### src/rtl/siso_seq_pkg.sv
// rtl/siso_seq_pkg.sv - shared state type and default geometry for siso_seq_ctrl
// Purpose : FSM state enum and default WIDTH/DEPTH used by the serial sequencer.
// Contents: DEF_WIDTH, DEF_DEPTH, seq_state_t {IDLE, SHIFT, FLUSH}.
package siso_seq_pkg;

   localparam int DEF_WIDTH = 8;
   localparam int DEF_DEPTH = 4;

   typedef enum logic [1:0] {
      IDLE  = 2'd0,
      SHIFT = 2'd1,
      FLUSH = 2'd2
   } seq_state_t;

endpackage

### src/rtl/siso_chain.sv
// rtl/siso_chain.sv - DEPTH-stage serial delay chain with a valid tag per stage
// Purpose: shifts one data bit and one tag bit per cycle; tail feeds ser_out/ser_valid.
// Ports  : clk  - rising-edge clock
//          clr  - synchronous clear of every data and tag stage
//          din  - data bit entering stage 0
//          tin  - tag bit entering stage 0
//          dout - data bit at the tail stage
//          tout - tag bit at the tail stage
module siso_chain #(
   parameter int DEPTH = 4
) (
   input  logic clk,
   input  logic clr,
   input  logic din,
   input  logic tin,
   output logic dout,
   output logic tout
);

   logic [DEPTH-1:0] data_q;
   logic [DEPTH-1:0] tag_q;

   always_ff @(posedge clk) begin
      if (clr) begin
         data_q <= '0;
         tag_q  <= '0;
      end else begin
         data_q[0] <= din;
         tag_q[0]  <= tin;
         for (int i = 1; i < DEPTH; i++) begin
            data_q[i] <= data_q[i-1];
            tag_q[i]  <= tag_q[i-1];
         end
      end
   end

   assign dout = data_q[DEPTH-1];
   assign tout = tag_q[DEPTH-1];

endmodule

### src/rtl/siso_seq_ctrl.sv
// rtl/siso_seq_ctrl.sv - parallel-in serial-out sequencer with delay chain and abort
// Purpose: accepts a WIDTH-bit word, shifts it LSB first through a DEPTH-stage chain,
//          then flushes the chain with DEPTH idle bits before accepting the next word.
// Config : SISO_SEQ_CTRL_PARITY_EN appends an even-parity bit after the payload.
// Ports  : clk, rst (sync, active-high)
//          in_valid/in_ready/in_data - word handshake, taken only in IDLE
//          abort                     - cancels the word in progress
//          ser_out/ser_valid         - tail of the chain and its tag
//          done                      - pulse while the final bit is on ser_out
//          busy                      - FSM is not in IDLE
module siso_seq_ctrl
   import siso_seq_pkg::*;
#(
   parameter int WIDTH = DEF_WIDTH,
   parameter int DEPTH = DEF_DEPTH
) (
   input  logic             clk,
   input  logic             rst,
   input  logic             in_valid,
   output logic             in_ready,
   input  logic [WIDTH-1:0] in_data,
   input  logic             abort,
   output logic             ser_out,
   output logic             ser_valid,
   output logic             done,
   output logic             busy
);

`ifdef SISO_SEQ_CTRL_PARITY_EN
   localparam int N = WIDTH + 1;
`else
   localparam int N = WIDTH;
`endif
   localparam int BCNT_W = $clog2(WIDTH + 2);
   localparam int FCNT_W = $clog2(DEPTH + 1);
   localparam logic [BCNT_W-1:0] BCNT_LAST = BCNT_W'(N - 1);
   localparam logic [FCNT_W-1:0] FCNT_LAST = FCNT_W'(DEPTH - 1);

   seq_state_t        state;
   seq_state_t        next_state;
   logic [N-1:0]      shift_buf;
   logic [N-1:0]      load_word;
   logic [BCNT_W-1:0] bit_cnt;
   logic [FCNT_W-1:0] flush_cnt;
   logic              accept;
   logic              chain_din;
   logic              chain_tin;
   logic              chain_clr;
   logic              flush_last;

`ifdef SISO_SEQ_CTRL_PARITY_EN
   assign load_word = {^in_data, in_data};
`else
   assign load_word = in_data;
`endif

   always_ff @(posedge clk) begin
      if (rst) begin
         state <= IDLE;
      end else begin
         state <= next_state;
      end
   end

   always_comb begin
      next_state = state;
      in_ready   = 1'b0;
      accept     = 1'b0;
      chain_din  = 1'b0;
      chain_tin  = 1'b0;
      flush_last = 1'b0;
      case (state)
         IDLE: begin
            in_ready = ~abort;
            accept   = in_valid & ~abort;
            if (accept) begin
               next_state = SHIFT;
            end
         end
         SHIFT: begin
            chain_din = shift_buf[0];
            chain_tin = 1'b1;
            if (bit_cnt == BCNT_LAST) begin
               next_state = FLUSH;
            end
         end
         FLUSH: begin
            // The final bit reaches the tail in the last flush cycle.
            if (flush_cnt == FCNT_LAST) begin
               flush_last = 1'b1;
               next_state = IDLE;
            end
         end
         default: next_state = IDLE;
      endcase
      if (abort) begin
         next_state = IDLE;
      end
   end

   always_ff @(posedge clk) begin
      if (rst || abort) begin
         shift_buf <= '0;
         bit_cnt   <= '0;
         flush_cnt <= '0;
      end else if (accept) begin
         shift_buf <= load_word;
         bit_cnt   <= '0;
         flush_cnt <= '0;
      end else if (state == SHIFT) begin
         shift_buf <= shift_buf >> 1;
         bit_cnt   <= bit_cnt + 1'b1;
      end else if (state == FLUSH) begin
         flush_cnt <= flush_cnt + 1'b1;
      end
   end

   // Outside a word the chain only ever holds zeros, so clearing it on any
   // abort is harmless in IDLE and discards the word in SHIFT/FLUSH.
   assign chain_clr = rst | abort;

   siso_chain #(
      .DEPTH (DEPTH)
   ) u_chain (
      .clk  (clk),
      .clr  (chain_clr),
      .din  (chain_din),
      .tin  (chain_tin),
      .dout (ser_out),
      .tout (ser_valid)
   );

   assign done = flush_last & ~abort;
   assign busy = (state != IDLE);

endmodule

### config.mk
export PLATFORM = sky130hd
export DESIGN_NAME = siso_seq_ctrl
export DESIGN_NICKNAME = d
export VERILOG_FILES = /design/src/rtl/siso_seq_pkg.sv /design/src/rtl/siso_chain.sv /design/src/rtl/siso_seq_ctrl.sv
export SDC_FILE = /design/constraint.sdc
export NUM_CORES = 1
export LEC_CHECK = 0
export ABC_AREA = 1
export BUFFER_PORTS_ARGS = -buffer_cell sky130_fd_sc_hd__buf_2
export CAP_MARGIN = 20
export CELL_PAD_IN_SITES_DETAIL_PLACEMENT = 1
export CELL_PAD_IN_SITES_GLOBAL_PLACEMENT = 1
export CORE_MARGIN = 3
export CORE_UTILIZATION = 39
export CTS_CLUSTER_DIAMETER = 80
export DETAILED_ROUTE_END_ITERATION = 7
export PLACE_DENSITY_LB_ADDON = 0.1
export SYNTH_ARGS = -nofsm -noshare
export SYNTH_HDL_FRONTEND = slang
export SYNTH_HIERARCHICAL = 1
export SYNTH_SLANG_ARGS = --single-unit
### constraint.sdc
create_clock -name clk -period 1.6 [get_ports clk]
set_input_delay 0.08 -clock clk [delete_from_list [all_inputs] [get_ports clk]]
set_output_delay 0.08 -clock clk [all_outputs]
set_load 0.05 [all_outputs]
==> results of run 1 <==
-- layer usage --
layer	global-route usage	part of all wire	up-vias	wire, um
li1	-	-	473	-
met1	0.180	0.45	406	949
met2	0.260	0.50	18	1060
met3	0.0263	0.044	3	94
met4	0.0583	0.013	0	28
met5	0	0	-	0
-- Yosys cell counts --
library cell,instances,area share
inv_1,26,0.090
xor2_1,1,0.0081
ha_1,3,0.035
buf_6,3,0.031
inv_2,1,0.0035
buf_2,1,0.0046
nand2_1,17,0.059
buf_12,1,0.019
nand4_1,1,0.0058
or2_2,1,0.0058
nor3_1,2,0.0093
nand3_1,11,0.051
nand2_2,2,0.012
nor2_1,24,0.083
nor2_2,1,0.0058
xnor2_1,1,0.0081
a21oi_1,20,0.093
dfxtp_1,25,0.46
o21ai_0,1,0.0046
nand3_2,1,0.0093
-- logic make-up (layout without fill, tap and decap cells) --
logic type,Yosys count,in the layout
flops,25,25
xor+xnor,2,2
fa+ha+maj,3,3
simple gates,60,60
buf+inv,32,49
compound gates,21,21
-- worst max-delay path, delay by kind of cell (launching register included) --
kind	cells	cell delay, ps
DFF	1	360
adders and majority gates	2	280
buffers and inverters	2	240
and+or+nand+nor	1	190
-- power by group through the flow --
stage	clock [mW]	combinational [mW]	sequential [mW]
after floorplan	0	0.0613	0.645
final	0.278	0.0815	0.632
after global routing	0.315	0.0930	0.633
after detailed placement	0	0.0810	0.646
after CTS	0.295	0.0834	0.632
after global placement	0	0.0784	0.646
-- registers in the layout, indices dropped and copies added (netlist names) --
name and flops:
flush_cnt 3, state 2, shift_buf 8, u_chain/tag_q 4
u_chain/data_q 4, bit_cnt 4
-- layout make-up --
cell class	instances	share of cell area
Sequential cell	25	0.419
Multi-Input combinational cell	86	0.356
Clock buffer	4	0.0220
Timing Repair Buffer	18	0.0868
Inverter	27	0.0847
Tap cell	30	0.0314
-- repair_timing --
| item | CTS | global route |
|---|---|---|
| endpoints found under the setup margin | 0 | 1 |
| hold endpoints to repair | 1 | 0 |
| hold buffers | 1 | 0 |
| resized for setup | 0 | 4 |
-- per-stage QoR --
stage / utilization / setup slack (ps) / area, um^2
floorplan: - / 5.47 / 1090
global placement: 0.453 / 359 / 1150
detailed placement: 0.453 / 297 / 1150
CTS: 0.467 / 8.93 / 1190
global route: 0.470 / 8.52 / 1200
finish: 0.470 / 133 / 1200
-- final timing paths --
| kind | from | end |
|---|---|---|
| max | flush_cnt[0]$_SDFFE_PP0P_ | done |
| min | in_data[5] | shift_buf[5]$_SDFFE_PP0P_ |
| max reg2reg | state[1]$_SDFFE_PP0P_ | shift_buf[0]$_SDFFE_PP0P_ |
| min reg2reg | u_chain/tag_q[0]$_SDFF_PP0_ | u_chain/tag_q[1]$_SDFF_PP0_ |
==> metrics.txt, run 1 <==
Hold Path Class=in2reg; Die H=58.7 um; WL final=2130 um; Crit path largest cell delay=360 ps; routability cong.=0.711; Synth Register Bits=25; Setup Buffers After CTS=0; Antenna Cells=0; post-synthesis net count=158; switching share of total power=0.240; Critical Path AT=1390 ps; Synthesis Warnings=6; share of power burned in registers=0.637; synthesized cell area=1080 um^2; Logic pwr share=0.082; RSZ-0062 raised after global routing=no; share of layout cells above drive strength 1=0.175; final hold viol count=0; Worst slew margin=0.629; commonest non-fill, non-tap cell in the layout=inv_1; total power=0.991 mW; Filler cells=338; DRC Markers=0; Core Area=2540 um^2; Placement Rows=18; most frequent cells in the layout=26 x inv_1, 24 x nor2_1, 24 x dfxtp_1; placed cell count=185; vias in the first global route=924; R2R setup slack=290 ps; Pre-antenna DRT Iters=2; total track usage=0.149; largest net degree at the start of global routing=21; initial antenna violation count=0; VDD IR max=0.508 mV; max-slew violation count=0; post-synthesis compound-gate area fraction=0.0972; # port buffers=16; Worst Setup End Kind=primary output; worst-path fanout max=2; CP max-delay cell=dfxtp_2; critical path data required time=1520 ps; outcome=complete, no violations; final worst path period share=0.917; cell internal pwr=0.753 mW; pin slew with the least headroom to its limit=556 ps; post-synthesis xor/xnor area fraction=0.0162; reg2reg path depth=7; Via density=4.74; clk_lat worst skew=320 ps; chip width=58.7 um; H-tree depth=1; Final nets=176; Mean Syn Cell Area=7.56 um^2; die area=3440 um^2; Post-DP HPWL=1620 um; Cells after Synth=143; register area=502 um^2; crit-path cells=ha_1 > ha_1 > inv_1 > nor3_2 > buf_6; Top cell by count, worst path=ha_1; Multi-input gate area=425 um^2; post-synthesis mux area share=0; initial DRC count=7; IO Pins=17; Tmin final=1470 ps; CTS Sinks=25; clock root cell=clkbuf_4; Synth Area in Simple Gates=0.241; PD cells=829 nW/um^2; antenna viol nets, final=0; Vias=900; first-pass GRT wire length=3950 um; WL/cell=11.2 um; hold slack=23.5 ps; area grow syn2layout=10.6%; setup violators final=0; WHS Path Cells=3; Post-Synth Adder-Cell Area=0.0347; GRT overflow=0; Static Leakage=0.448 nW; critical path startpoint category=flop; sequential cell area fraction in the yosys report=0.463; Worst Clk Skew=2.58 ps; clk slew on worst S/H paths=130 ps; WS Path Type=reg2out; TritonCTS Buffers=3; Starting Density=0.425; final non-filler cell total=190; CTS tree=built; largest family of logic cells by synthesized area=simple AND/OR/NAND/NOR gates; Synth cell types=20; Max Freq=681 MHz; Clock Tree Buf Depth=2; clock power share=0.280; setup TNS=0 ps; # Max-Cap Violations=0; NetSw=0.238 mW
Power figures use the tool's default switching activity.
==> inputs of run 2 (changes only) <==
--- a/config.mk
+++ b/config.mk
@@ -17,5 +17,4 @@
 export PLACE_DENSITY_LB_ADDON = 0.1
 export SYNTH_ARGS = -nofsm -noshare
 export SYNTH_HDL_FRONTEND = slang
-export SYNTH_HIERARCHICAL = 1
 export SYNTH_SLANG_ARGS = --single-unit
==> run 2 against run 1 <==
Worst setup slack got worse by 20 ps. Critical endpoint unchanged. Synthesized area fell by 2.7%. Sequential share of layout area fell by 0.28 points. Clock skew barely moved. Critical path type unchanged. Critical path depth did not move. Total power rose by 1.9%. Largest power group unchanged. Synthesized cell count fell by 4.2%. Clock power rose by 6%. Via count fell by 0.56%. Largest cell class unchanged. Register-to-register slack improved by 100 ps. Final cell count fell by 2.1%. Fmax fell by 1.3%.
==> metrics.txt, run 2 <==
TritonCTS Buffers=3; critical path startpoint category=flop; ys async rst share=0; Cells after Synth=137; hold_sp=in_data[5]; max-slew violation count=0; clock root cell=clkbuf_4; sequential cell area fraction in the yosys report=0.476; final hold viol count=0; prevailing post-synth register cell=dfxtp_1; initial antenna violation count=0; Core Area=2520 um^2; Max Freq=672 MHz; worst hold endpoint=shift_buf[5]$_SDFFE_PP0P_; PD cells=841 nW/um^2; RSZ-0062 raised after global routing=no; final non-filler cell total=186; chip width=57.9 um; final instance area=1200 um^2; Synth cell types=21; Hold Path Class=in2reg; antenna viol nets, final=0; Antenna Cells=0; GRT overflow=0; placed cell count=181; slack of the critical path=113 ps; critical path data required time=1520 ps; # Max-Cap Violations=0; Pre-antenna DRT Iters=4; Top reg by flops=shift_buf; worst r2r src=flush_cnt[0]$_SDFFE_PP0P_; register area=500 um^2; area grow syn2layout=14.1%; WHS Path Cells=3; Area after DPL=1160 um^2; Post-DP HPWL=1550 um; setup TNS=0 ps; final core occ=0.476; die area=3360 um^2; VDD IR max=0.432 mV; Via density=4.81; H-tree depth=1; Yosys top cell by area=dfxtp_1; Post-synth EDFFs=0; Filler cells=332; Static Leakage=0.436 nW; Clock Tree Buf Depth=2; WS Path Type=reg2out; pin slew with the least headroom to its limit=317 ps; top cells by instance count after synthesis=25 x dfxtp_1, 21 x nor2_1, 19 x a21oi_1; Starting Density=0.417; total power=1.01 mW; WL/cell=11.2 um; pre-CTS WS=411 ps; synthesized cell area=1050 um^2; Final nets=172; Placement Rows=18; Multi-input gate area=450 um^2; top cell type's share of synthesized area=0.476; CTS Sinks=25; vias in the first global route=868; setup violators final=0; Worst Clk Skew=2.53 ps; initial DRC count=45; post-synthesis net count=152; Synth Register Bits=25; Critical Path AT=1410 ps; total track usage=0.141; Vias=895; r2r endpoint=flush_cnt[2]$_SDFFE_PP0P_; CTS tree=built; # port buffers=16; largest net degree at the start of global routing=20; Setup Buffers After CTS=0; Largest register FFs=8; clk_lat worst skew=320 ps; commonest non-fill, non-tap cell in the layout=dfxtp_1; share of layout cells above drive strength 1=0.231; routability cong.=0.693; worst-path fanout max=2; most frequent cell after synthesis=dfxtp_1; Die H=57.9 um; Area contributors post-synth=dfxtp_1 48%, a21oi_1 9.0%, nor2_1 7.5%, inv_1 6.4%, nand3_1 5.7%; Worst slew margin=0.788; hold slack=13.8 ps; IO Pins=17; Tmin final=1490 ps; most frequent cells in the layout=25 x dfxtp_1, 21 x nor2_1, 19 x a21oi_1; R2R setup slack=390 ps; outcome=complete, no violations; DRC Markers=0; clk slew on worst S/H paths=140 ps; WL final=2090 um; Worst Setup End Kind=primary output; Mean Syn Cell Area=7.68 um^2; reg2reg path depth=4; first-pass GRT wire length=3670 um; final worst path period share=0.929; Synthesis Warnings=0
==> run 2: changes by cell type after synthesis, moves of 3 or more <==
cell     change
inv_1        -8
inv_2        +5
nand2_1      -3
nor2_1       -3
==> run 2: report_power, final <==
group / switching (mW) / internal, mW
clock network: 0.199 / 0.0955
logic: 0.0562 / 0.0271
registers: 0.00385 / 0.629
total: 0.259 / 0.751
==> run 2: cell families after synthesis <==
kind of cell,synth area share
AOI/OAI and AO/OA,0.105
xor gates and xnor gates,0.00832
buffers and inverters,0.101
and+or+nand+nor,0.275
DFF,0.476
adders and majority gates,0.0357
==> run 2: timing repair <==
action / 4_1_cts / 5_1_grt
endpoints found under the hold margin: 1 / 0
gates resized for setup: 0 / 2
endpoints found under the setup margin: 0 / 1
hold buffers: 1 / 0
==> run 2: layer usage <==
metal | routed length (um) | vias to the layer above | part of all wire | GRT usage
li1 | - | 468 | - | -
met1 | 966 | 406 | 0.46 | 0.169
met2 | 994 | 17 | 0.48 | 0.248
met3 | 96 | 4 | 0.046 | 0.0267
met4 | 32 | 0 | 0.015 | 0.0497
met5 | 0 | - | 0 | 0
==> run 2: worst max-delay path by stage <==
stage | depth (start not counted) | slack (ps) | to | from
finish | 5 | 110 | done | flush_cnt[0]$_SDFFE_PP0P_
floorplan | 3 | 190 | in_ready | state[0]$_SDFFE_PP0P_
CTS | 5 | 40 | done | flush_cnt[0]$_SDFFE_PP0P_
global route | 5 | 10 | done | flush_cnt[0]$_SDFFE_PP0P_
global placement | 6 | 460 | state[1]$_SDFFE_PP0P_ | flush_cnt[0]$_SDFFE_PP0P_
detailed placement | 5 | 410 | done | flush_cnt[0]$_SDFFE_PP0P_
==> run 2: worst max-delay path, stage by stage, from the launching register on <==
cell     delay, ps
dfxtp_1        380
ha_1           170
ha_1           140
inv_1           50
nor3_2         140
buf_4          210
==> run 2: final cells by class <==
cell class,instances,area share
Clock inverter,1,0.00625
Tap cell,30,0.0313
Clock buffer,3,0.0188
Timing Repair Buffer,17,0.0771
Multi-Input combinational cell,86,0.375
Sequential cell,25,0.417
Inverter,24,0.0750
==> inputs of run 3 (changes only) <==
==> constraint.sdc (replaced) <==
create_clock -name clk -period 1.6 [get_ports clk]
set_input_delay 0.16 -clock clk [delete_from_list [all_inputs] [get_ports clk]]
set_output_delay 0.16 -clock clk [all_outputs]
set_load 0.05 [all_outputs]
==> run 3 against run 2 <==
Clock-buffer cell count unchanged. Non-clock buffer count unchanged. Sequential power about the same. Clock power decreased by 3%. Register-to-register slack about the same. Final cell count unchanged. Sequential cell count unchanged. Utilization increased by 1.4 points. Worst setup slack got worse by 24 ps. Die area unchanged. Total power decreased by 1.0%. Fmax decreased by 1.6%. Largest cell class unchanged.
==> metrics.txt, run 3 (synthesis gave the netlist of run 2 again) <==
# Max-Cap Violations=0; register area=503 um^2; RSZ-0062 raised after global routing=no; worst-path fanout max=2; final non-filler cell total=186; hold_sp=in_data[7]; DRC Markers=0; clock power share=0.286; share of power burned in registers=0.633; Vias=913; switching share of total power=0.251; vias in the first global route=888; Antenna Cells=0; Max Freq=662 MHz; CTS Sinks=25; VDD IR max=0.513 mV; Area after DPL=1160 um^2; share of layout cells above drive strength 1=0.269; hold slack=80.1 ps; Critical Path AT=1350 ps; max-slew violation count=0; WS Path Type=reg2out; Multi-input gate area=482 um^2; largest net degree at the start of global routing=20; area grow syn2layout=17.5%; critical path data required time=1440 ps; worst r2r src=state[1]$_SDFFE_PP0P_; CTS tree=built; Largest register FFs=8; final worst path period share=0.944; setup TNS=0 ps; slack of the critical path=89.0 ps; Worst Setup End Kind=primary output; Tmin final=1510 ps; commonest non-fill, non-tap cell in the layout=dfxtp_1; r2r endpoint=shift_buf[1]$_SDFFE_PP0P_; total track usage=0.142; Worst slew margin=0.766; Clock Tree Buf Depth=2; outcome=complete, no violations; clk slew on worst S/H paths=140 ps; clock root cell=clkbuf_4; Starting Density=0.417; Post-DP HPWL=1610 um; Filler cells=328; chip width=57.9 um; PD cells=809 nW/um^2; pre-CTS WS=330 ps; Hold Path Class=in2reg; final hold viol count=0; critical path startpoint category=flop; Top reg by flops=shift_buf; NetSw=0.251 mW; reg2reg path depth=5; H-tree depth=1; Worst Clk Skew=4.15 ps; clk_lat worst skew=310 ps; final instance area=1240 um^2; Logic pwr share=0.081; R2R setup slack=380 ps; setup violators final=0; first-pass GRT wire length=3710 um; initial antenna violation count=0; Via density=4.91; IO Pins=17; die area=3360 um^2; routability cong.=0.708; placed cell count=181; GRT overflow=0; cell internal pwr=0.750 mW; antenna viol nets, final=0; WHS Path Cells=3; pin slew with the least headroom to its limit=351 ps; Die H=57.9 um; Placement Rows=18; Final nets=172; Core Area=2520 um^2; TritonCTS Buffers=3; WL final=2210 um; initial DRC count=21; worst hold endpoint=shift_buf[7]$_SDFFE_PP0P_; Pre-antenna DRT Iters=2; WL/cell=11.9 um; most frequent cells in the layout=23 x dfxtp_1, 21 x nor2_1, 19 x a21oi_1; # port buffers=16; Static Leakage=0.446 nW
run 3: changes by cell type in the layout (fill, tap and decap cells not counted), sizes merged:
cell         previous run  this run
buf                    16        17
dlygate4sd3             1         0
run 3: through the flow:
step                      power (mW)   util
after floorplan                0.700      -
after global placement         0.726  0.459
after detailed placement       0.729  0.459
after CTS                       1.01  0.472
after global routing            1.05  0.490
final                           1.00  0.490
run 3: worst max-delay path by stage:
stage,start,endpoint,slack (ps)
after global placement,flush_cnt[0]$_SDFFE_PP0P_,done,380
after global routing,flush_cnt[0]$_SDFFE_PP0P_,done,10
after CTS,flush_cnt[0]$_SDFFE_PP0P_,done,10
final,flush_cnt[0]$_SDFFE_PP0P_,done,90
after floorplan,state[0]$_SDFFE_PP0P_,in_ready,110
after detailed placement,flush_cnt[0]$_SDFFE_PP0P_,done,330
run 3: area by class of cell:
type,instances,area share
well taps,30,0.0304
repair buffers,17,0.0759
multi-input cells,86,0.390
flip-flops and latches,25,0.407
clock inverters,1,0.00607
clock buffers,3,0.0182
inverters,24,0.0729
run 3: critical path: stages (launching register included):
cell and delay (ps):
dfxtp_2 380, ha_4 140, ha_4 120, inv_2 40, nor3_4 170, buf_6 180
run 3: what timing repair did:
| action | 4_1_cts | 5_1_grt |
|---|---|---|
| pin swaps | 0 | 1 |
| setup buffers | 0 | 1 |
| hold buffers | 0 | 0 |
| setup endpoints to repair | 1 | 1 |
| resized for setup | 1 | 9 |
run 3: per-layer routing:
layer,vias to the layer above,GRT usage,part of all wire
met2,15,0.250,0.48
li1,469,-,-
met3,4,0.0290,0.040
met4,0,0.0530,0.0086
met1,425,0.169,0.47
met5,-,0,0
run 3: power groups by stage:
stage | logic [mW] | registers (mW) | clock network (mW)
2_1_floorplan | 0.0547 | 0.646 | 0
3_3_place_gp | 0.0805 | 0.646 | 0
3_5_place_dp | 0.0824 | 0.647 | 0
4_1_cts | 0.0823 | 0.633 | 0.298
5_1_grt | 0.0912 | 0.634 | 0.328
6_report | 0.0812 | 0.633 | 0.286
